--- config.mk ---
export PLATFORM = sky130hd
export DESIGN_NAME = gpu_cmd_queue
export DESIGN_NICKNAME = d
export VERILOG_FILES = /design/src/rtl/gpu_pkg.sv /design/src/rtl/gpu_cmd_fifo.sv /design/src/rtl/gpu_cmd_queue.sv
export SDC_FILE = /design/constraint.sdc
export NUM_CORES = 1
export LEC_CHECK = 0
export ABC_AREA = 1
export ABC_CLOCK_PERIOD_IN_PS = 7300
export CAP_MARGIN = 20
export CORE_MARGIN = 3
export CORE_UTILIZATION = 34
export DETAILED_ROUTE_END_ITERATION = 10
export GPL_TIMING_DRIVEN = 0
export SLEW_MARGIN = 25
export SYNTH_ARGS = -nofsm -noshare
export SYNTH_HDL_FRONTEND = slang
export SYNTH_HIERARCHICAL = 1
export SYNTH_SLANG_ARGS = --single-unit
--- constraint.sdc ---
create_clock -name clk -period 7.3 [get_ports clk]
set_clock_uncertainty 0.1 [all_clocks]
set_input_delay 1.46 -clock clk [delete_from_list [all_inputs] [get_ports clk]]
set_output_delay 1.46 -clock clk [all_outputs]
set_load 0.01 [all_outputs]
--- src/rtl/gpu_pkg.sv ---
// Definitions shared by the display command path: command codes, the queued
// entry layout and the issue FSM encoding used by gpu_cmd_queue and gpu.
package gpu_pkg;

   localparam int GPU_CMD_W   = 4;
   localparam int GPU_ENTRY_W = 44;

   localparam logic [GPU_CMD_W-1:0] CMD_NOP   = 4'd0;
   localparam logic [GPU_CMD_W-1:0] CMD_CLEAR = 4'd1;
   localparam logic [GPU_CMD_W-1:0] CMD_DRAW  = 4'd2;

   typedef enum logic [1:0] {
      ST_IDLE       = 2'd0,
      ST_SUBMIT     = 2'd1,
      ST_WAIT_READY = 2'd2
   } issue_state_t;

   // Field order matches the packed entry {cmd, offset, x, y, length}.
   typedef struct packed {
      logic [GPU_CMD_W-1:0] cmd;
      logic [15:0]          offset;
      logic [7:0]           x;
      logic [7:0]           y;
      logic [7:0]           length;
   } gpu_entry_t;

endpackage

--- src/rtl/gpu_cmd_fifo.sv ---
// Synchronous FIFO with occupancy outputs and a view of the newest entry's
// leading field so the owner can inspect what was pushed last.
module gpu_cmd_fifo #(
   parameter int DEPTH = 4,
   parameter int WIDTH = 44,
   parameter int TAG_W = 4
) (
   input  logic                     clk,
   input  logic                     rst_n,
   input  logic                     i_push,
   input  logic [WIDTH-1:0]         i_push_data,
   input  logic                     i_pop,
   output logic [WIDTH-1:0]         o_head,
   output logic [TAG_W-1:0]         o_tail_tag,
   output logic [$clog2(DEPTH):0]   o_level,
   output logic                     o_full,
   output logic                     o_empty
);

   localparam int AW = $clog2(DEPTH);
   localparam logic [AW:0] FULL_CNT = DEPTH[AW:0];

   logic [WIDTH-1:0] r_mem [DEPTH];
   logic [AW-1:0]    r_wr_ptr;
   logic [AW-1:0]    r_rd_ptr;
   logic [AW:0]      r_count;
   logic [AW-1:0]    w_tail_ptr;
   logic [WIDTH-1:0] w_tail;
   logic             w_push;
   logic             w_pop;

   assign w_push     = i_push && !o_full;
   assign w_pop      = i_pop && !o_empty;
   assign w_tail_ptr = r_wr_ptr - 1'b1;
   assign w_tail     = r_mem[w_tail_ptr];

   assign o_head     = r_mem[r_rd_ptr];
   assign o_tail_tag = w_tail[WIDTH-1 -: TAG_W];
   assign o_level    = r_count;
   assign o_full     = (r_count == FULL_CNT);
   assign o_empty    = (r_count == '0);

   always_ff @(posedge clk) begin
      if (w_push) begin
         r_mem[r_wr_ptr] <= i_push_data;
      end
   end

   always_ff @(posedge clk or negedge rst_n) begin
      if (!rst_n) begin
         r_wr_ptr <= '0;
         r_rd_ptr <= '0;
         r_count  <= '0;
      end else begin
         if (w_push) begin
            r_wr_ptr <= r_wr_ptr + 1'b1;
         end
         if (w_pop) begin
            r_rd_ptr <= r_rd_ptr + 1'b1;
         end
         case ({w_push, w_pop})
            2'b10:   r_count <= r_count + 1'b1;
            2'b01:   r_count <= r_count - 1'b1;
            default: r_count <= r_count;
         endcase
      end
   end

endmodule

--- src/rtl/gpu_cmd_queue.sv ---
// Command queue between the CPU execute stage and gpu: buffers CLS/DXYN,
// merges back-to-back clears, issues one command per gpu_ready and watches for a hung GPU.
module gpu_cmd_queue
   import gpu_pkg::*;
#(
   parameter int DEPTH        = 4,
   parameter int STALL_CYCLES = 65535
) (
   input  logic                   clk,
   input  logic                   rst_n,
   input  logic                   cpu_cmd_valid,
   output logic                   cpu_cmd_ready,
   input  logic [3:0]             cpu_cmd,
   input  logic [15:0]            cpu_draw_offset,
   input  logic [7:0]             cpu_draw_x,
   input  logic [7:0]             cpu_draw_y,
   input  logic [7:0]             cpu_draw_length,
   output logic [3:0]             gpu_cmd,
   output logic [15:0]            gpu_draw_offset,
   output logic [7:0]             gpu_draw_x,
   output logic [7:0]             gpu_draw_y,
   output logic [7:0]             gpu_draw_length,
   output logic                   gpu_cmd_submitted,
   input  logic                   gpu_ready,
   output logic [$clog2(DEPTH):0] queue_level,
   output logic                   gpu_idle,
   output logic                   gpu_stall,
   output issue_state_t           dbg_state
);

   localparam int LW = $clog2(DEPTH) + 1;
   localparam logic [LW-1:0] LVL_ONE   = LW'(1);
   localparam logic [15:0]   STALL_LIM = 16'(STALL_CYCLES);

   issue_state_t            r_state;
   gpu_entry_t              r_out;
   logic                    r_submitted;
   logic [15:0]             r_wdog;
   logic                    r_stall;

   gpu_entry_t              w_push_entry;
   gpu_entry_t              w_head;
   logic [GPU_CMD_W-1:0]    w_tail_cmd;
   logic [LW-1:0]           w_level;
   logic                    w_full;
   logic                    w_empty;
   logic                    w_push_hs;
   logic                    w_issue;
   logic                    w_coalesce;
   logic                    w_fifo_push;

   // Handshake: a command transfers on any rising edge where cpu_cmd_valid and
   // cpu_cmd_ready are both high; ready depends only on occupancy, never on valid.
   assign cpu_cmd_ready = !w_full;
   assign w_push_hs     = cpu_cmd_valid && cpu_cmd_ready;
   assign w_push_entry  = {cpu_cmd, cpu_draw_offset, cpu_draw_x, cpu_draw_y, cpu_draw_length};

   assign w_issue = ((r_state == ST_IDLE) || (r_state == ST_WAIT_READY)) && gpu_ready && !w_empty;

   // A repeated clear is redundant unless the earlier clear leaves the FIFO this cycle.
   assign w_coalesce  = w_push_hs && (cpu_cmd == CMD_CLEAR) && !w_empty &&
                        (w_tail_cmd == CMD_CLEAR) && !(w_issue && (w_level == LVL_ONE));
   assign w_fifo_push = w_push_hs && !w_coalesce;

   gpu_cmd_fifo #(
      .DEPTH (DEPTH),
      .WIDTH (GPU_ENTRY_W),
      .TAG_W (GPU_CMD_W)
   ) u_fifo (
      .clk         (clk),
      .rst_n       (rst_n),
      .i_push      (w_fifo_push),
      .i_push_data (w_push_entry),
      .i_pop       (w_issue),
      .o_head      (w_head),
      .o_tail_tag  (w_tail_cmd),
      .o_level     (w_level),
      .o_full      (w_full),
      .o_empty     (w_empty)
   );

   always_ff @(posedge clk or negedge rst_n) begin
      if (!rst_n) begin
         r_state     <= ST_IDLE;
         r_out       <= '0;
         r_submitted <= 1'b0;
         r_wdog      <= '0;
         r_stall     <= 1'b0;
      end else begin
         r_submitted <= 1'b0;
         case (r_state)
            ST_IDLE: begin
               if (w_issue) begin
                  r_out       <= w_head;
                  r_submitted <= 1'b1;
                  r_state     <= ST_SUBMIT;
               end
            end
            ST_SUBMIT: begin
               r_wdog  <= '0;
               r_state <= ST_WAIT_READY;
            end
            ST_WAIT_READY: begin
               if (gpu_ready) begin
                  r_wdog <= '0;
                  if (w_issue) begin
                     r_out       <= w_head;
                     r_submitted <= 1'b1;
                     r_state     <= ST_SUBMIT;
                  end else begin
                     r_state <= ST_IDLE;
                  end
               end else begin
                  // Saturate so a long hang cannot wrap the counter.
                  if (r_wdog != STALL_LIM) begin
                     r_wdog <= r_wdog + 16'd1;
                  end
                  if (r_wdog + 16'd1 == STALL_LIM) begin
                     r_stall <= 1'b1;
                  end
               end
            end
            default: r_state <= ST_IDLE;
         endcase
      end
   end

   assign gpu_cmd           = r_out.cmd;
   assign gpu_draw_offset   = r_out.offset;
   assign gpu_draw_x        = r_out.x;
   assign gpu_draw_y        = r_out.y;
   assign gpu_draw_length   = r_out.length;
   assign gpu_cmd_submitted = r_submitted;
   assign gpu_stall         = r_stall;
   assign queue_level       = w_level;
   assign gpu_idle          = w_empty && (r_state == ST_IDLE) && gpu_ready;
   assign dbg_state         = r_state;

endmodule

# --- Yosys cells after proc, flatten, opt, wreduce, memory -nomap -nowiden ---
# Memories as Yosys holds them, arrays and structs flattened.
# Index checks and enable logic that the tools add are counted.
word_totals:
  out_inout_bits: 53
  elab_cells: 76
  ram_bits: 176
  in_bits: 48
  mem_count: 1
  reg_bits: 71
classes:
  eq_ne: 13
  reduce_logical: 27
  n_mux: 16
  n_addsub: 6
  bitwise: 1
mem_list:
  columns: ["name", "depth", "width", "read_ports", "rd_clocked_by_memory_dff", "write_ports", "line_no", "source"]
  rows:
  - ["u_fifo.r_mem", 4, 44, 2, 0, 1, "gpu_cmd_fifo.sv:23", "logic [WIDTH-1:0] r_mem [DEPTH];"]
op_table:
  columns: ["op", "n"]
  rows:
  - ["44-bit 2-to-1 mux", 2]
  - ["44-bit one-hot mux with 2 select lines", 1]
  - ["16-bit 2-to-1 mux", 2]
  - ["16-bit one-hot mux with 2 select lines", 1]
  - ["16-bit by 1-bit adder with 16-bit output, second input constant", 1]
  - ["16-bit == test, second input constant", 1]
  - ["16-bit inequality test, second input constant", 1]
  - ["1-bit logical AND", 13]
  - ["4-bit by 1-bit == test with 1-bit output, second input constant", 2]
  - ["2-bit one-hot mux with 3 select lines", 1]
  - ["3-bit one-hot mux with 2 select lines", 1]
  - ["2-bit AND reduction", 3]
  - ["2-bit nonzero test", 3]
  - ["1-bit 2-to-1 mux", 5]
  - ["2-bit by 1-bit adder with 2-bit output, second input constant", 2]
  - ["2-bit by 1-bit == test with 1-bit output, second input constant", 2]
  - ["2-bit == test, second input constant", 2]
  - ["1-bit zero test", 4]
  - ["2-bit 2-to-1 mux", 2]
  - ["3-bit by 1-bit adder with 3-bit output, second input constant", 1]
  - ["3-bit by 1-bit == test with 1-bit output, second input constant", 1]
  - ["3-bit == test, second input constant", 1]
  - ["3-bit zero test", 1]
  - ["3-bit by 2-bit inequality test with 1-bit output, second input constant", 1]
  - ["9 further kinds", 9]

# --- Logic depth before layout (Yosys ltp) ---
# Gate-level depths: netlist (run 1).
depth:
  word_depth: 12
  depth_mapped: 17
  ltp_nobuf: 17

# --- Cells and area by module ---
# The synthesis (run 1) kept the hierarchy.
modules_own_cells:
  columns: ["module", "area_each_um2", "instances", "cells_each", "seq_area_each_um2"]
  rows:
  - ["gpu_cmd_fifo", 7587.3, 1, 596, 5460.2]
  - ["gpu_cmd_queue", 2960.3, 1, 376, 1601.5]

# --- Worst setup path after synthesis (run 1) ---
# OpenSTA, ideal clock, no wires.
synth_path:
  path_type: "in2reg"
  start: "input port gpu_ready"
  end: "memory u_fifo.r_mem[0][0], enable pin"
  required_time_ps: 6754
  path_buffers: 1
  setup_ps: 446
  path_stages: 7
  arrival_ps: 4377
  path_slack_ps: 2378
  cell_sequence: "inv_1 -> nor3_1 -> buf_2 -> nand3_1 -> a41oi_1 -> nand2_1 -> nor2_1"
synth_via:
  elab_chain_len: 10
synth_lines:
  columns: ["item", "line_no", "source"]
  rows:
  - ["from (decl)", "gpu_cmd_queue.sv:24", "input logic gpu_ready,"]
  - ["1-bit logical AND (2 in a row)", "gpu_cmd_queue.sv:58", "assign w_issue = ((r_state == ST_IDLE) || (r_state == ST_WAIT_READY)) && gpu_ready && !w_empty;"]
  - ["1-bit logical AND", "gpu_cmd_queue.sv:62", "(w_tail_cmd == CMD_CLEAR) && !(w_issue && (w_level == LVL_ONE));"]
  - ["1-bit zero test", "gpu_cmd_queue.sv:62", null]
  - ["1-bit logical AND", "gpu_cmd_queue.sv:62", null]
  - ["1-bit zero test", "gpu_cmd_queue.sv:63", "assign w_fifo_push = w_push_hs && !w_coalesce;"]
  - ["1-bit logical AND", "gpu_cmd_queue.sv:63", null]
  - ["named net w_fifo_push", "gpu_cmd_queue.sv:50", "logic w_fifo_push;"]
  - ["1-bit logical AND", "gpu_cmd_fifo.sv:32", "assign w_push = i_push && !o_full;"]
  - ["1-bit 2-to-1 mux", "gpu_cmd_fifo.sv:44", "if (w_push) begin"]
  - ["1-bit 2-to-1 mux (implied by the code)", "gpu_cmd_fifo.sv:45", "r_mem[r_wr_ptr] <= i_push_data;"]
  - ["to (decl)", "gpu_cmd_fifo.sv:23", null]
# The timed path passes the listed nets, and every way through them passes these cells.

# --- Worst setup path after layout (run 1) ---
layout_path:
  start: "input port gpu_ready"
  end: "memory u_fifo.r_mem[0][5], enable pin"
# Same word-level chain as after synthesis.

==> flow_summary.toml, run 1 <==
[layout]
n_antenna_cell = 0
utilization_pct = 43.8
drive_gt1_share_pct = 8.31
area_delta_synth_final_pct = 24.9
fill_cells = 2807
nets = 1170

[global_routing]
grt_usage_pct = 15.2
busiest_layer = "met2"
grtUsageMet3_pct = 2.93
globalRouteMet1Util_pct = 21.0
grt_antenna_before_repair = 2
grt_max_degree = 49
overflow = 0
use_met2_pct = 24.8
grt_pass1_vias = 6932
grt_pass1_wl_mm = 39.4

[critical_path]
start_kind = "primary input"
cp.arrival_ns = 4.44
crit_buf_inv = 5
timing.rr.start = "u_fifo/o_level[0]$_DFFE_PN0P_"
crit_fanout = 18
crit_family = "simple AND/OR/NAND/NOR gates"
r2r_cells = 11
timing_worst_setup_path_type = "primary input to flop"
slowest_stage = "nor2_4"
cp_common_cell = "buf_16"
worstPathRequired_ns = 7.44
crit_path_end_kind = "flop"
crit_cells = 10
timing.rr.end = "u_fifo/r_mem[0][5]$_DFFE_PP_"
slowest_delay_ns = 0.57
worstPathCellList = "clkdlybuf4s50_1 > inv_1 > nor3_1 > buf_2 > nand3_1 > a41oi_1 > nand2_1 > nor2_4 > buf_16 > buf_16"
reg2reg_slack_ns = 3.58

[timing]
worstMarginPinSlew_ns = 0.774
min_period_ns = 4.30
fmax_ghz = 0.233
holdWs_ns = 0.365
hold_viol = 0
setup_viol = 0
rsz0062_at_grt = "no"
maxSlewHeadroom_pct = 48.4
period_share_pct = 58.9
maxSlewViolCount = 0

[synth]
synth_area_leaders = "edfxtp_1, dfrtp_1, nand2_1"
synth-edff-count = 176
synth_cell_types = 29
synth_ff_type = "edfxtp_1"
ys.warnings.count = 6
syn_area_sq_um = 10500
yosys.area.top_type_share_pct = 50.1
synth_top_cell_by_area = "edfxtp_1"
syn_avg_cell_area_sq_um = 10.9
syn-num-nets = 1032
synth-seq-cells = 247
synthesis.instances = 972
synth-seq-area-share_pct = 67.0
async_reset_ff_share_pct = 28.7

[floorplan]
die_w_microns = 182
core-area_sq_um = 30100
start_util_pct = 35.0
fp-row-count = 63
die_y_microns = 182
die_area_sq_um = 33200
io_pins = 101

[drt]
drt-total-wl_mm = 25.3
via_per_inst = 4.71
num_vias = 7161
drtPass1Iterations = 5
drtIter0Drc = 474
wl_per_cell_microns = 16.7
antenna_left = 0
route.detailed.drc = 0

[clock_tree]
cts_tree = "built"
cts_setup_buffers = 0
cts_max_path_buffers = 3
postCtsHoldBufs = 0
cts_resized = 0
clock_sinks = 247
clk_pin_slew_ns = 0.06
numCtsBuffers = 27
cts-root-buf = "clkbuf_16"
cts_max_level = 1
clk-insertion-delay-late_ns = 0.55

[placement]
portBuffers = 100
place_congestion = 0.842
dpl.hpwl_mm = 17.0

[min_path]
hold_class = "flop to flop"
min_to = "gpu_stall$_DFFE_PN0P_"
holdPathStages = 2
min_from = "gpu_stall$_DFFE_PN0P_"

[status]
outcome = "finished, final reports clean"

[pwr]
p_leak_uw = 0.00545
ir_drop_mv = 0.238
cellPowerDensity_nw_per_um2 = 403

[flow_run]
maxCapViolCount = 0
-- report_power, final --
part | total, uW | switching (uW) | internal, uW
registers | 2030 | 154 | 1880
logic | 1940 | 1160 | 777
clock network | 1340 | 566 | 774
-- logic make-up after synthesis --
| family | after synthesis | share of synthesized area, % |
|---|---|---|
| flops | 247 | 67.0 |
| compound gates | 120 | 8.16 |
| fa+ha+maj | 12 | 1.49 |
| xor+xnor | 2 | 0.166 |
| buf+inv | 175 | 7.68 |
| simple gates | 416 | 15.6 |
-- flip-flops by register name, summed over array words and instances (netlist names), 3 cells and up --
| register | cells |
|---|---|
| u_fifo/o_level | 3 |
| gpu_draw_offset | 16 |
| u_fifo/r_mem | 176 |
| gpu_draw_y | 8 |
| gpu_cmd | 4 |
| gpu_draw_x | 8 |
| gpu_draw_length | 8 |
| r_wdog | 16 |
-- cells in the mapped netlist, types with 10 or more instances --
cell type / count
clkbuf_1: 10
edfxtp_1: 176
nand3_1: 21
o211ai_1: 96
nand2_1: 348
inv_1: 132
o22ai_1: 10
o21ai_0: 10
ha_1: 11
nor2_1: 28
dfrtp_1: 71
buf_6: 19
-- worst max path at each step --
stage / start / to
2_1_floorplan: gpu_ready / u_fifo/r_mem[0][0]$_DFFE_PP_
3_3_place_gp: gpu_ready / u_fifo/r_mem[0][22]$_DFFE_PP_
3_5_place_dp: gpu_ready / u_fifo/r_mem[0][22]$_DFFE_PP_
4_1_cts: gpu_ready / u_fifo/r_mem[0][10]$_DFFE_PP_
5_1_grt: gpu_ready / u_fifo/r_mem[0][5]$_DFFE_PP_
6_report: gpu_ready / u_fifo/r_mem[0][5]$_DFFE_PP_
-- area by class of cell --
type	count	area (sq um)	area share, %
well taps	390	488	3.70
inverters	136	510	3.87
multi-input cells	550	2710	20.5
plain buffers	39	299	2.27
clock buffers	32	714	5.42
repair buffers	109	1240	9.40
flip-flops and latches	247	7060	53.6
clock inverters	18	159	1.21
-- cells in the final DEF, fill, tap and decap left out, types with 7 or more instances in the layout --
cell type / n
nand3_1: 21
buf_16: 8
edfxtp_1: 176
buf_6: 19
o211ai_1: 96
clkbuf_1: 13
inv_1: 132
o22ai_1: 10
nand4_1: 8
buf_2: 8
nand2_1: 348
clkbuf_16: 27
clkinv_2: 7
clkdlybuf4s50_1: 99
o21ai_0: 10
dfrtp_1: 71
ha_1: 11
nor2_1: 24
-- stage by stage --
step                      setup slack, ns  instances  area [sq um]  TNS, ns  total power (uW)
after floorplan                      2.38        972         10500        0              3150
after global placement            -0.0892       1462         12000    -5.30              3930
after detailed placement             2.44       1471         12300        0              4030
after CTS                            3.00       1521         13200        0              5380
after global routing                 2.79       1521         13200        0              5650
final                                3.00       1521         13200        0              5310
-- worst reg2reg max path, stage by stage, from the launching register on --
cell	delay, ns
dfrtp_1	0.42
inv_1	0.11
nand3_1	0.18
inv_1	0.13
nor3_1	0.30
buf_2	0.34
nand3_1	0.14
a41oi_1	0.34
nand2_1	0.36
nor2_4	0.58
buf_16	0.23
buf_16	0.19
-- per-layer routing --
layer | vias to the layer above | share of wire, %
met5 | - | 0.091
met3 | 41 | 4.6
li1 | 3537 | -
met2 | 164 | 47
met1 | 3415 | 46
met4 | 4 | 2.3
Note: power is estimated with default switching activity, not from simulation.
==> run 2: changes to the inputs <==
ABC_CLOCK_PERIOD_IN_PS = 4170   (was 7300)
clock period = 4.17 ns   (was 7.3 ns; I/O delays follow)
==> results of run 2 <==
Same layout as run 1 (identical final DEF). Status: finished, final reports clean.
Among the figures that moved: setup slack after placement 2.44 ns -> -0.0634 ns; setup slack after layout 3.00 ns -> 0.445 ns; hold slack 0.365 ns -> 0.108 ns; start point of the critical path gpu_ready -> u_fifo/o_level[0]$_DFFE_PN0P_; register-to-register setup slack 3.58 ns -> 0.45 ns; total power 5310 uW -> 9300 uW; worst IR drop on VDD 0.238 mV -> 0.417 mV
==> run 3: changes to the inputs <==
ABC_CLOCK_PERIOD_IN_PS = 4600   (was 4170)
clock period = 4.6 ns   (was 4.17 ns; I/O delays follow)
==> results of run 3 <==
Same layout as run 1 (identical final DEF). Status: finished, final reports clean.
Among the figures that moved: setup slack after placement 2.44 ns -> 0.281 ns; setup slack after layout 3.00 ns -> 0.843 ns; hold slack 0.365 ns -> 0.194 ns; register-to-register setup slack 3.58 ns -> 0.88 ns; total power 5310 uW -> 8430 uW; worst IR drop on VDD 0.238 mV -> 0.378 mV
